File: src/rtl/tdm_frame_scheduler_if.sv
// Bundles the TDM pins, CPU handshake and status outputs of tdm_frame_scheduler.
// The master drives the pins and ack; the slave is the scheduler.
interface tdm_frame_scheduler_if;
  logic       enable;
  logic       f0;
  logic       c4;
  logic [4:0] slot_sel;
  logic       cpu_ack;
  logic       locked;
  logic [4:0] slot_idx;
  logic       slot_strobe;
  logic       bit_strobe;
  logic       bank_sel;
  logic       cpu_int;
  logic       overrun;
  logic       sync_err;

  modport master (
    output enable, f0, c4, slot_sel, cpu_ack,
    input  locked, slot_idx, slot_strobe, bit_strobe, bank_sel, cpu_int, overrun, sync_err
  );

  modport slave (
    input  enable, f0, c4, slot_sel, cpu_ack,
    output locked, slot_idx, slot_strobe, bit_strobe, bank_sel, cpu_int, overrun, sync_err
  );
endinterface

File: src/rtl/tdm_frame_scheduler.sv
// TDM frame scheduler: locks to f0/c4, issues slot/bit strobes and ping-pong block interrupts.
// Define FRAME_LOSS_DET_EN to drop lock on a missing f0 and pulse sync_err.
module tdm_frame_scheduler #(
  parameter int C4_PER_FRAME = 512,
  parameter int NUM_FRAMES   = 16
) (
  input  logic                 clk50,
  input  logic                 reset,
  tdm_frame_scheduler_if.slave bus
);

  localparam logic [9:0] LAST_C4    = 10'(C4_PER_FRAME - 1);
  localparam logic [4:0] LAST_FRAME = 5'(NUM_FRAMES - 1);

  typedef enum logic {HUNT, RUN} state_e;

  state_e     state_q, state_d;
  logic [2:0] c4_sync_q;
  logic [1:0] f0_sync_q;
  logic       f0_prev_q, f0_prev_d;
  logic [9:0] c4_cnt_q, c4_cnt_d;
  logic [4:0] frame_cnt_q, frame_cnt_d;
  logic [4:0] slot_q, slot_d;
  logic       bank_q, bank_d;
  logic       cpu_int_q, cpu_int_d;
  logic       overrun_q, overrun_d;
  logic       slot_strobe_q, slot_strobe_d;
  logic       bit_strobe_q, bit_strobe_d;
  logic       sync_err_q, sync_err_d;

  logic c4_rise, f0_s, frame_start;
  logic frame_end, block_done, f0_hold;

  assign c4_rise     = c4_sync_q[1] & ~c4_sync_q[2];
  assign f0_s        = f0_sync_q[1];
  // Only the first c4 edge of a low f0 marks a frame, so long pulses count once.
  assign frame_start = c4_rise & ~f0_s & f0_prev_q;

  always_comb begin
    state_d       = state_q;
    c4_cnt_d      = c4_cnt_q;
    frame_cnt_d   = frame_cnt_q;
    slot_d        = slot_q;
    bank_d        = bank_q;
    f0_prev_d     = c4_rise ? f0_s : f0_prev_q;
    slot_strobe_d = 1'b0;
    bit_strobe_d  = 1'b0;
    sync_err_d    = 1'b0;
    frame_end     = 1'b0;
    block_done    = 1'b0;
    f0_hold       = 1'b0;

    case (state_q)
      HUNT: begin
        if (bus.enable && frame_start) begin
          state_d     = RUN;
          c4_cnt_d    = '0;
          frame_cnt_d = '0;
          slot_d      = bus.slot_sel;
        end
      end
      RUN: begin
        if (!bus.enable) begin
          state_d = HUNT;
        end else if (c4_rise) begin
          if (frame_start) begin
            c4_cnt_d  = '0;
            frame_end = 1'b1;
`ifdef FRAME_LOSS_DET_EN
            if (c4_cnt_q != LAST_C4) sync_err_d = 1'b1;
`endif
          end else if (!f0_s) begin
            c4_cnt_d = '0;
            f0_hold  = 1'b1;
          end else if (c4_cnt_q == LAST_C4) begin
`ifdef FRAME_LOSS_DET_EN
            sync_err_d  = 1'b1;
            state_d     = HUNT;
            frame_cnt_d = '0;
`else
            c4_cnt_d  = '0;
            frame_end = 1'b1;
`endif
          end else begin
            c4_cnt_d = c4_cnt_q + 10'd1;
          end
        end
      end
      default: state_d = HUNT;
    endcase

    if (frame_end) begin
      slot_d = bus.slot_sel;
      if (frame_cnt_q == LAST_FRAME) begin
        frame_cnt_d = '0;
        bank_d      = ~bank_q;
        block_done  = 1'b1;
      end else begin
        frame_cnt_d = frame_cnt_q + 5'd1;
      end
    end

    if (state_d == HUNT) c4_cnt_d = '0;

    // Strobes only for counting edges that keep us in RUN; the lock edge and f0 holds are excluded.
    if (state_q == RUN && state_d == RUN && c4_rise && !f0_hold) begin
      slot_strobe_d = (c4_cnt_d == {1'b0, slot_d, 4'h0});
      bit_strobe_d  = (c4_cnt_d[8:4] == slot_d) && c4_cnt_d[0];
    end
  end

  // A new block beats a simultaneous ack so the interrupt is never lost.
  assign cpu_int_d = block_done | (cpu_int_q & ~bus.cpu_ack);
  assign overrun_d = (block_done & cpu_int_q & ~bus.cpu_ack) | (overrun_q & ~bus.cpu_ack);

  always_ff @(posedge clk50) begin
    if (reset) begin
      state_q       <= HUNT;
      c4_sync_q     <= '0;
      f0_sync_q     <= '1;
      f0_prev_q     <= 1'b1;
      c4_cnt_q      <= '0;
      frame_cnt_q   <= '0;
      slot_q        <= '0;
      bank_q        <= 1'b0;
      cpu_int_q     <= 1'b0;
      overrun_q     <= 1'b0;
      slot_strobe_q <= 1'b0;
      bit_strobe_q  <= 1'b0;
      sync_err_q    <= 1'b0;
    end else begin
      state_q       <= state_d;
      c4_sync_q     <= {c4_sync_q[1:0], bus.c4};
      f0_sync_q     <= {f0_sync_q[0], bus.f0};
      f0_prev_q     <= f0_prev_d;
      c4_cnt_q      <= c4_cnt_d;
      frame_cnt_q   <= frame_cnt_d;
      slot_q        <= slot_d;
      bank_q        <= bank_d;
      cpu_int_q     <= cpu_int_d;
      overrun_q     <= overrun_d;
      slot_strobe_q <= slot_strobe_d;
      bit_strobe_q  <= bit_strobe_d;
      sync_err_q    <= sync_err_d;
    end
  end

  assign bus.locked      = (state_q == RUN);
  assign bus.slot_idx    = c4_cnt_q[8:4];
  assign bus.slot_strobe = slot_strobe_q;
  assign bus.bit_strobe  = bit_strobe_q;
  assign bus.bank_sel    = bank_q;
  assign bus.cpu_int     = cpu_int_q;
  assign bus.overrun     = overrun_q;
  assign bus.sync_err    = sync_err_q;

endmodule
File: src/flat_wrapper.sv
// flat-port wrapper written by rule: the top's interface ports become plain ports
module tdm_frame_scheduler_flat 
#(
  parameter int C4_PER_FRAME = 512,
  parameter int NUM_FRAMES   = 16
)
  (clk50, reset, bus_enable, bus_f0, bus_c4, bus_slot_sel, bus_cpu_ack, bus_locked, bus_slot_idx, bus_slot_strobe, bus_bit_strobe, bus_bank_sel, bus_cpu_int, bus_overrun, bus_sync_err);
  tdm_frame_scheduler_if bus_i ();
  input  logic clk50;
  input  logic reset;
  input wire logic [$bits(bus_i.enable)-1:0] bus_enable;
  input wire logic [$bits(bus_i.f0)-1:0] bus_f0;
  input wire logic [$bits(bus_i.c4)-1:0] bus_c4;
  input wire logic [$bits(bus_i.slot_sel)-1:0] bus_slot_sel;
  input wire logic [$bits(bus_i.cpu_ack)-1:0] bus_cpu_ack;
  output wire logic [$bits(bus_i.locked)-1:0] bus_locked;
  output wire logic [$bits(bus_i.slot_idx)-1:0] bus_slot_idx;
  output wire logic [$bits(bus_i.slot_strobe)-1:0] bus_slot_strobe;
  output wire logic [$bits(bus_i.bit_strobe)-1:0] bus_bit_strobe;
  output wire logic [$bits(bus_i.bank_sel)-1:0] bus_bank_sel;
  output wire logic [$bits(bus_i.cpu_int)-1:0] bus_cpu_int;
  output wire logic [$bits(bus_i.overrun)-1:0] bus_overrun;
  output wire logic [$bits(bus_i.sync_err)-1:0] bus_sync_err;
  assign bus_i.enable = bus_enable;
  assign bus_i.f0 = bus_f0;
  assign bus_i.c4 = bus_c4;
  assign bus_i.slot_sel = bus_slot_sel;
  assign bus_i.cpu_ack = bus_cpu_ack;
  assign bus_locked = bus_i.locked;
  assign bus_slot_idx = bus_i.slot_idx;
  assign bus_slot_strobe = bus_i.slot_strobe;
  assign bus_bit_strobe = bus_i.bit_strobe;
  assign bus_bank_sel = bus_i.bank_sel;
  assign bus_cpu_int = bus_i.cpu_int;
  assign bus_overrun = bus_i.overrun;
  assign bus_sync_err = bus_i.sync_err;
  tdm_frame_scheduler #(.C4_PER_FRAME(C4_PER_FRAME), .NUM_FRAMES(NUM_FRAMES)) u_core (.clk50(clk50), .reset(reset), .bus(bus_i));
endmodule
File: config.mk
export PLATFORM = sky130hd
export DESIGN_NAME = tdm_frame_scheduler_flat
export DESIGN_NICKNAME = d
export VERILOG_FILES = /design/src/rtl/tdm_frame_scheduler_if.sv /design/src/rtl/tdm_frame_scheduler.sv /design/src/flat_wrapper.sv
export SDC_FILE = /design/constraint.sdc
export NUM_CORES = 1
export LEC_CHECK = 0
export CORE_AREA = 5 5 80 82
export DETAILED_ROUTE_END_ITERATION = 8
export DIE_AREA = 0 0 85 87
export GPL_TIMING_DRIVEN = 0
export PLACE_DENSITY = 0.46
export SLEW_MARGIN = 20
export SYNTH_ARGS = -nofsm -noshare
export SYNTH_HDL_FRONTEND = slang
export SYNTH_SLANG_ARGS = --single-unit
File: constraint.sdc
create_clock -name clk50 -period 1.97 [get_ports clk50]
set_clock_uncertainty 0.1 [all_clocks]
set_input_delay 0.394 -clock clk50 [delete_from_list [all_inputs] [get_ports clk50]]
set_output_delay 0.394 -clock clk50 [all_outputs]
set_load 0.005 [all_outputs]
### Word level (Yosys, flattened, before mapping)

Index checks and enable logic that the tools add are counted.

* $add $sub $neg: 2
* multipliers: 0
* div/mod/pow operators: 0
* order comparisons: 0
* eq/ne operators: 5
* shifts and indexed selects: 0
* muxes and demuxes: 31
* bitwise operators: 15
* reductions and logical operators: 10

Operators with widths (number)
* $mux 10: 7
* $mux 5: 7
* $pmux 10 s2: 1
* $mux 1: 15
* $add 10x1->10 const B: 1
* $eq 10x9->1: 1
* $eq 10x9->1 const B: 1
* $and 1x1->1: 7
* $not 1->1: 6
* $add 5x1->5 const B: 1
* $eq 5x4->1 const B: 1
* $eq 5x5->1: 1
* $logic_and 1x1->1: 5
* $reduce_and 2->1: 2
* $ne 2x2->1 const B: 1
* $or 1x1->1: 2
* $pmux 1 s2: 1
* $reduce_bool 2->1: 1
* $reduce_or 2->1: 1
* $logic_not 1->1: 1

* bits in registers: 32
* latch bits: 0
* bits in writable memories: 0
* memory bits (read-only): 0
* input bits: 11
* logic and storage cells: 75
* memories: 0

### Logic depth before layout (Yosys ltp)

Gate-level depths: netlist of the first run.

* depth in word-level cells: 12
* depth in mapped cells: 8

### Least setup slack after synthesis of the first run

OpenSTA, ideal clock, no wires.

* path type: flip-flop to flip-flop
* from: reg u_core.c4_cnt_q[0]
* to: reg u_core.bank_q (netlist: u_core.bus.bank_sel)
* arrival time: 1863 ps
* required time: 1742 ps
* path slack: -120 ps
* cell stages (with the launch flop): 9
* path buffers: 0
* period minus slack after synthesis: 2090 ps
* cell sequence: dfxtp_1 -> ha_1 -> nand4_4 -> nor3_2 -> a21oi_1 -> or3_4 -> nor3_4 -> xnor2_1 -> nor2_1

* longest elaborated chain between the ends: 8

RTL lines
* from (decl): RTL line tdm_frame_scheduler.sv:21 `logic [9:0] c4_cnt_q, c4_cnt_d;`
* from (signal assigned): RTL line tdm_frame_scheduler.sv:136 `c4_cnt_q <= c4_cnt_d;`
* $eq 10x9->1: RTL line tdm_frame_scheduler.sv:75 `end else if (c4_cnt_q == LAST_C4) begin`
* $mux 1: RTL line tdm_frame_scheduler.sv:75
* $mux 1: RTL line tdm_frame_scheduler.sv:72 `end else if (!f0_s) begin`
* $mux 1: RTL line tdm_frame_scheduler.sv:66 `if (frame_start) begin`
* $mux 1: RTL line tdm_frame_scheduler.sv:65 `end else if (c4_rise) begin`
* $mux 1: RTL line tdm_frame_scheduler.sv:63 `if (!bus.enable) begin`
* $mux 1: RTL line tdm_frame_scheduler.sv:53 `case (state_q)`
* $reduce_and 2->1 (no source line)
* to (signal assigned): RTL line tdm_frame_scheduler.sv:139 `bank_q <= bank_d;`
* to (decl): RTL line tdm_frame_scheduler.sv:24 `logic bank_q, bank_d;`

No other way between the ends.
A chain may end at the register's enable or synchronous reset.

### Final worst setup path of the first run

* from: reg u_core.c4_cnt_q[0]
* to: reg u_core.slot_strobe_q (netlist: u_core.bus.slot_strobe)

* longest elaborated chain between the ends: 9

RTL lines
* $add 10x1->10 / $eq 10x9->1 (equally long branches): RTL line tdm_frame_scheduler.sv:85, tdm_frame_scheduler.sv:75
* $mux 10 / $mux 1 (equally long branches): RTL line tdm_frame_scheduler.sv:75
* $mux 10 / $mux 1 (equally long branches): RTL line tdm_frame_scheduler.sv:72
* $mux 10 / $mux 1 (equally long branches): RTL line tdm_frame_scheduler.sv:66
* $mux 10 / $mux 1 (equally long branches): RTL line tdm_frame_scheduler.sv:65
* $mux 10 / $mux 1 (equally long branches): RTL line tdm_frame_scheduler.sv:63
* $pmux 10 s2 / $mux 1 (equally long branches): RTL line tdm_frame_scheduler.sv:53
* $mux 10 / $mux 5 (equally long branches): RTL line tdm_frame_scheduler.sv:103, tdm_frame_scheduler.sv:92
* $eq 10x9->1 (*): RTL line tdm_frame_scheduler.sv:107 `slot_strobe_d = (c4_cnt_d == {1'b0, slot_d, 4'h0});`
* to (signal assigned): RTL line tdm_frame_scheduler.sv:142 `slot_strobe_q <= slot_strobe_d;`
* to (decl): RTL line tdm_frame_scheduler.sv:27 `logic slot_strobe_q, slot_strobe_d;`

Mark *: on every way between the ends. The rest lies on a longest branch, timed or not.

==> results of run 1 <==
## worst max path at each step
stage                              from                endpoint  slack, ps  cells after the start
global placement             bus_enable  u_core.bus.slot_strobe       -790                      8
detailed placement           bus_enable  u_core.bus.slot_strobe       -800                      8
finish               u_core.c4_cnt_q[0]  u_core.bus.slot_strobe        -60                      8
CTS                  u_core.c4_cnt_q[0]   u_core.bus.bit_strobe       -140                      9
global route        u_core.c4_sync_q[2]   u_core.bus.bit_strobe       -190                      8
floorplan            u_core.c4_cnt_q[0]     u_core.bus.bank_sel       -0.3                      8
## repair_timing
item	CTS	global route
gates resized for setup	27	23
endpoints found under the hold margin	0	0
setup buffers	18	4
pin swaps	16	13
endpoints found under the setup margin	13	9
## placed cells by master, fill, tap and decap left out, drive strengths merged, types with 3 or more instances in the layout
master | netlist | layout
nand2b | 5 | 5
nand2 | 8 | 8
mux2i | 6 | 6
nor2 | 29 | 29
dfxtp | 32 | 32
nand3 | 10 | 10
buf | 8 | 29
xnor2 | 3 | 3
nor2b | 9 | 9
a21oi | 13 | 13
clkdlybuf4s50 | 0 | 20
nor4 | 4 | 4
clkbuf | 3 | 12
o21ai | 10 | 10
nor3 | 9 | 9
inv | 3 | 3
xor2 | 3 | 3
## metrics by stage
| stage | worst slack, ps | instance area, um^2 | cells |
|---|---|---|---|
| 2_1_floorplan | -0.314 | 1660 | 188 |
| 3_3_place_gp | -789 | 1970 | 284 |
| 3_5_place_dp | -798 | 1970 | 284 |
| 4_1_cts | -141 | 2300 | 309 |
| 5_1_grt | -186 | 2410 | 313 |
| 6_report | -61.5 | 2410 | 313 |
## synth_stat cells (2+ instances only)
| library cell | instances |
|---|---|
| dfxtp_1 | 32 |
| nor2b_1 | 9 |
| nor3_2 | 2 |
| ha_1 | 2 |
| nand2b_1 | 5 |
| or4_1 | 2 |
| nand3b_1 | 2 |
| xor2_1 | 3 |
| nand2_1 | 8 |
| xnor2_1 | 3 |
| mux2i_1 | 6 |
| nor2_1 | 27 |
| inv_1 | 3 |
| buf_4 | 6 |
| o21a_1 | 2 |
| a22oi_1 | 2 |
| nand3_1 | 10 |
| o21ai_0 | 10 |
| nor4_1 | 4 |
| a21oi_1 | 12 |
| clkbuf_1 | 3 |
| nor3_1 | 6 |
| or2_2 | 2 |
## cell families (layout without fill, tap and decap cells)
logic type / count (synthesis) / in the layout / share of synthesized area (%)
AO/OA/AOI/OAI: 35 / 35 / 13.8
XOR/XNOR: 6 / 6 / 3.23
adder cells (fa/ha/maj): 2 / 2 / 1.54
buffers and inverters: 14 / 64 / 5.15
flip-flops: 32 / 32 / 39.4
multiplexers: 7 / 7 / 4.38
other: 1 / 1 / 0.230
AND/OR/NAND/NOR: 91 / 91 / 32.4
## area by class of cell
type	count	area, um^2	area share [%]
Inverter	3	11.3	0.468
Clock buffer	7	96.3	4.00
Sequential cell	32	658	27.3
Buffer	11	75.1	3.12
Timing Repair Buffer	43	390	16.2
Multi-Input combinational cell	142	1080	45.0
Tap cell	75	93.8	3.90
## state kept, by name (all words and copies together), names as in the netlist
signal / count
u_core.c4_sync_q: 3
u_core.f0_sync_q: 2
u_core.bus.bit_strobe: 1
u_core.bus.overrun: 1
u_core.slot_q: 5
u_core.frame_cnt_q: 5
u_core.bus.slot_strobe: 1
u_core.bus.locked: 1
u_core.f0_prev_q: 1
u_core.bus.cpu_int: 1
u_core.c4_cnt_q: 10
u_core.bus.bank_sel: 1
## worst register-to-register path: cells and delay by family, from the launching register on
family	cells	cell delay, ps
simple gates	5	1080
compound gates	1	150
flops	1	370
xor+xnor	1	110
buf+inv	1	140
## routing by layer
layer  vias up  GRT usage [%]  wire length [um]
met1       685           14.3              1870
li1        754              -                 -
met3         7           3.22               154
met5         -              0                 0
met2        25           20.6              2030
met4         0           4.46                60
## power groups by stage
stage          logic [mW]  registers (mW)  clock network [mW]
2_1_floorplan      0.0299           0.668                   0
3_3_place_gp       0.0631           0.669                   0
3_5_place_dp       0.0631           0.669                   0
4_1_cts            0.0719           0.651               0.566
5_1_grt            0.0810           0.652               0.596
6_report           0.0745           0.652               0.546
==> results.cfg, run 1 <==
[status]
status = finished with violations
violations_in_the_final_reports = setup timing

[synth]
syn_area_um2 = 1630
instance_count_of_the_mapped_netlist = 188
synth_seq_area_share_pct = 39.4
synth.ff_latch_count = 32
synth-edff-count = 0
ys_async_sr_fraction_pct = 0
postSynthNetCount = 201
synth_top_area_share_pct = 39.4
postSynth.topFlopCell = dfxtp_1
synth_area_leader_cell = dfxtp_1
synthTopCellsByArea = dfxtp_1, nor2_1, a21oi_1, mux2i_1, nor2b_1
post_synth.cell_area_avg_um2 = 8.66
ys_types = 50
ys.warnings.count = 0

[setup_path]
list_of_cells_traversed_by_the_critical_path = buf_4, nand3_2, nor2_2, nand3_1, or4_4, a21oi_4, xnor2_2, nor4_2
worstPathMaxFanout = 6
critPathMaxStageDelay_ps = 510
cp.required_ps = 2060
start_kind = register
worst_r2r_path_depth = 8
timing.rr.start = u_core.c4_cnt_q[0]
r2r-end = u_core.bus.slot_strobe
r2r_slack_ps = -60
critical_path.slowest_cell = or4_4
critical_path_class = reg -> reg
critical_path_arrival_ps = 2120
timing.critical_path.to_type = register
critical-path-top-delay-family = simple AND/OR/NAND/NOR gates
path_buf_inv = 1

[floorplan]
die_area_um2 = 7400
ios = 23
initial_utilization_pct = 28.7
die_height_um = 87
core.rowCount = 28
coreArea_um2 = 5680
chipWidth_um = 85

[grt]
global_route.overflow_total = 0
grt_pass1_wl_um = 6920
first_global_vias = 1484
grt_max_degree = 11
initial_antenna_violation_count = 0
globalRouteTotalUtil_pct = 12.0

[sta]
worst_case_hold_slack_ps = 308
drv_slew = 0
max-slew-margin-rel_pct = 65.9
final.min_clock_period_ps = 2030
worst_pin_slew_ps = 512
period_share_pct = 103
max_freq_mhz = 492
setup-violations-final = 3
setup_slack_ps = -61.5
fin_tns_setup_ps = -140
finalHoldViolations = 0
rsz0062_at_grt = yes

[route]
drt_iter0_drc = 32
drcViolationCount = 0
drt-vias-per-instance = 4.70
vias = 1471
routedWlPerCell_um = 13.1
detail-route-antenna-nets = 0
routed_wirelength_um = 4120
detailedRoute.firstPassIterationCount = 4

[min_path]
hold_path_depth = 1
hold_class = reg -> reg
hold_path.startpoint = u_core.f0_sync_q[0]
worst_hold_path.endpoint = u_core.f0_sync_q[1]

[finish]
area_delta_synth_final_pct = 47.9
drive_gt1_share_pct = 36.6
nNetsFinal = 251
final_core_utilization_pct = 42.4
diode_count = 0
fillCellCount = 598

[cts]
inserted_clock_buffers = 5
tritoncts = built
clkLatencyLatePin_ps = 280
clockBufferDepth = 2
clk_transition_reported_paths_ps = 70
clkSinkCount = 32
ctsHtreeMaxLevel = 2
cts.root.buffer_cell = clkbuf_8
cts_hold_buffers = 0

[place]
place_congestion = 0.773
post-dp-hpwl_um = 2830
place.port_buffers = 21

[pwr]
power.share.switching_pct = 21.5
seq_power_share_pct = 51.2
p_leak_nw = 0.873
clockPowerShare_pct = 42.9
total_power_mw = 1.27
cell_internal_pwr_mw = 0.999
cellPowerDensity_nw_per_um2 = 529
power.ir.vdd_worst_uv = 324
comb_power_share_pct = 5.9
power.switching_mw = 0.273

[job]
drv.max_cap_violation_count = 0
No activity file was read; power rests on OpenSTA's default activity.
==> run 2, diff against run 1 <==
--- a/config.mk
+++ b/config.mk
@@ -5,11 +5,11 @@
 export SDC_FILE = /design/constraint.sdc
 export NUM_CORES = 1
 export LEC_CHECK = 0
-export CORE_AREA = 5 5 80 82
+export CORE_AREA = 5 5 65 67
 export DETAILED_ROUTE_END_ITERATION = 8
-export DIE_AREA = 0 0 85 87
+export DIE_AREA = 0 0 70 72
 export GPL_TIMING_DRIVEN = 0
-export PLACE_DENSITY = 0.46
+export PLACE_DENSITY = 0.68
 export SLEW_MARGIN = 20
 export SYNTH_ARGS = -nofsm -noshare
 export SYNTH_HDL_FRONTEND = slang
==> run 2 against run 1 <==
  * The run still ends with setup timing left
  * Final area down 1.1%
  * Die area decreased by 32%
  * Sequential power about the same
  * Highest routed layer unchanged
==> results.cfg, run 2 (synthesized netlist as in run 1, its figures left out) <==
[status]
status = finished with violations
violations_in_the_final_reports = setup timing

[setup_path]
worstPathMaxFanout = 5
critical_path_class = reg -> reg
cp_common_cell = nor4_2
critical_path.slowest_cell = dfxtp_1
list_of_cells_traversed_by_the_critical_path = nand2_1, nor4_2, nor4b_2, a211oi_2, and3_1, o21ai_0, nor4_2
cp.required_ps = 2100
start_kind = register
critical_path_arrival_ps = 2240
timing.critical_path.to_type = register
critPathMaxStageDelay_ps = 480

[sta]
worst_case_hold_slack_ps = 332
finalHoldViolations = 0
final.min_clock_period_ps = 2110
setup_slack_ps = -141
setup-violations-final = 5
max_freq_mhz = 474
period_share_pct = 107
rsz0062_at_grt = yes
drv_slew = 0

[grt]
global_route.overflow_total = 0
initial_antenna_violation_count = 0
first_global_vias = 1533
globalRouteTotalUtil_pct = 17.4
grt_max_degree = 11
grt_pass1_wl_um = 6910

[cts]
clockBufferDepth = 2
clk_transition_reported_paths_ps = 100
cts_hold_buffers = 0
tritoncts = built
cts.root.buffer_cell = clkbuf_4
clkLatencyLatePin_ps = 340
inserted_clock_buffers = 5
clkSinkCount = 32
ctsHtreeMaxLevel = 2

[route]
drt_iter0_drc = 44
routedWlPerCell_um = 15.2
routed_wirelength_um = 4280
detail-route-antenna-nets = 0
detailedRoute.firstPassIterationCount = 4
drcViolationCount = 0
vias = 1547
drt-vias-per-instance = 5.51

[floorplan]
initial_utilization_pct = 45.5
die_height_um = 72
core.rowCount = 22
die_area_um2 = 5040
ios = 23
coreArea_um2 = 3580
chipWidth_um = 70

[pwr]
cell_internal_pwr_mw = 0.950
seq_power_share_pct = 53.2
p_leak_nw = 0.834
clockPowerShare_pct = 40.7
power.share.switching_pct = 22.2
comb_power_share_pct = 6.0
power.ir.vdd_worst_uv = 386
cellPowerDensity_nw_per_um2 = 513
power.switching_mw = 0.271

[finish]
fillCellCount = 301
final_common_cell = nor2_1
drive_gt1_share_pct = 35.6
diode_count = 0
area_delta_synth_final_pct = 46.2
largest_register_ff_count = 10
registers.top_by_ff_count = u_core.c4_cnt_q
final_cell_mix = nor2_1, dfxtp_1, clkdlybuf4s50_1, buf_4
layout_top_registers = u_core.c4_cnt_q (10), u_core.frame_cnt_q (5), u_core.slot_q (5)
nNetsFinal = 245

[place]
dp_slack_ps = -767
place.port_buffers = 21
place_congestion = 0.831
post-dp-hpwl_um = 2710

[min_path]
hold_class = reg -> reg

[job]
drv.max_cap_violation_count = 0
## run 2: cell count changes in the layout (fill, tap and decap cells not counted), moves of 2 or more
cell / change
mux2i_4: +4
dfxtp_2: -3
a21oi_1: -3
a21oi_2: +3
mux2i_2: -3
clkbuf_8: -7
buf_4: -6
dfxtp_1: +2
clkbuf_4: +4
## run 2: per-layer routing
metal,global-route usage [%],vias up,share of wire [%]
met1,18.7,742,39
li1,-,744,-
met5,0,-,0
met2,32.1,51,54
met4,6.60,0,1.9
met3,5.26,10,5.3
## run 2: critical path: cells and delay by family, from the launching register on
kind | cells | cell delay [ps]
AND/OR/NAND/NOR | 5 | 1110
flip-flops | 1 | 480
AO/OA/AOI/OAI | 2 | 330
## run 2: worst paths after layout
kind	slack, ps	endpoint	start	cells after the start
hold reg to reg	330	u_core.f0_sync_q[1]	u_core.f0_sync_q[0]	1
setup / recovery	-140	u_core.bus.slot_strobe	u_core.c4_cnt_q[3]	7
setup reg to reg	-140	u_core.bus.slot_strobe	u_core.c4_cnt_q[3]	7
hold / removal	330	u_core.f0_sync_q[1]	u_core.f0_sync_q[0]	1
## run 2: cell type report
class                           count  area [um^2]  share of cell area, %
Clock inverter                      2         35.0                   1.47
Buffer                             11         72.6                   3.05
Multi-Input combinational cell    142         1150                   48.4
Clock buffer                        6         41.3                   1.74
Inverter                            3         11.3                  0.473
Timing Repair Buffer               37          349                   14.7
Tap cell                           48         60.1                   2.52
Sequential cell                    32          658                   27.7
## run 2: repair_timing
action	CTS	global route
endpoints found under the setup margin	12	10
pin swaps	15	15
hold endpoints to repair	0	0
buffers inserted	13	3
resized for setup	32	26
## run 2: power groups by stage
stage | Combinational [mW] | Sequential [mW] | Clock (mW)
floorplan | 0.0299 | 0.668 | 0
global placement | 0.0603 | 0.668 | 0
detailed placement | 0.0618 | 0.669 | 0
CTS | 0.0707 | 0.651 | 0.507
global route | 0.0797 | 0.651 | 0.533
finish | 0.0737 | 0.650 | 0.497
## run 2: stage by stage
step | util [%] | std cells | power [mW] | TNS [ps] | area [um^2]
2_1_floorplan | - | 188 | 0.698 | -0.314 | 1660
3_3_place_gp | 54.0 | 257 | 0.729 | -5130 | 1930
3_5_place_dp | 54.0 | 257 | 0.731 | -6180 | 1930
4_1_cts | 63.1 | 278 | 1.23 | -227 | 2260
5_1_grt | 66.5 | 281 | 1.26 | -1130 | 2380
6_report | 66.5 | 281 | 1.22 | -443 | 2380
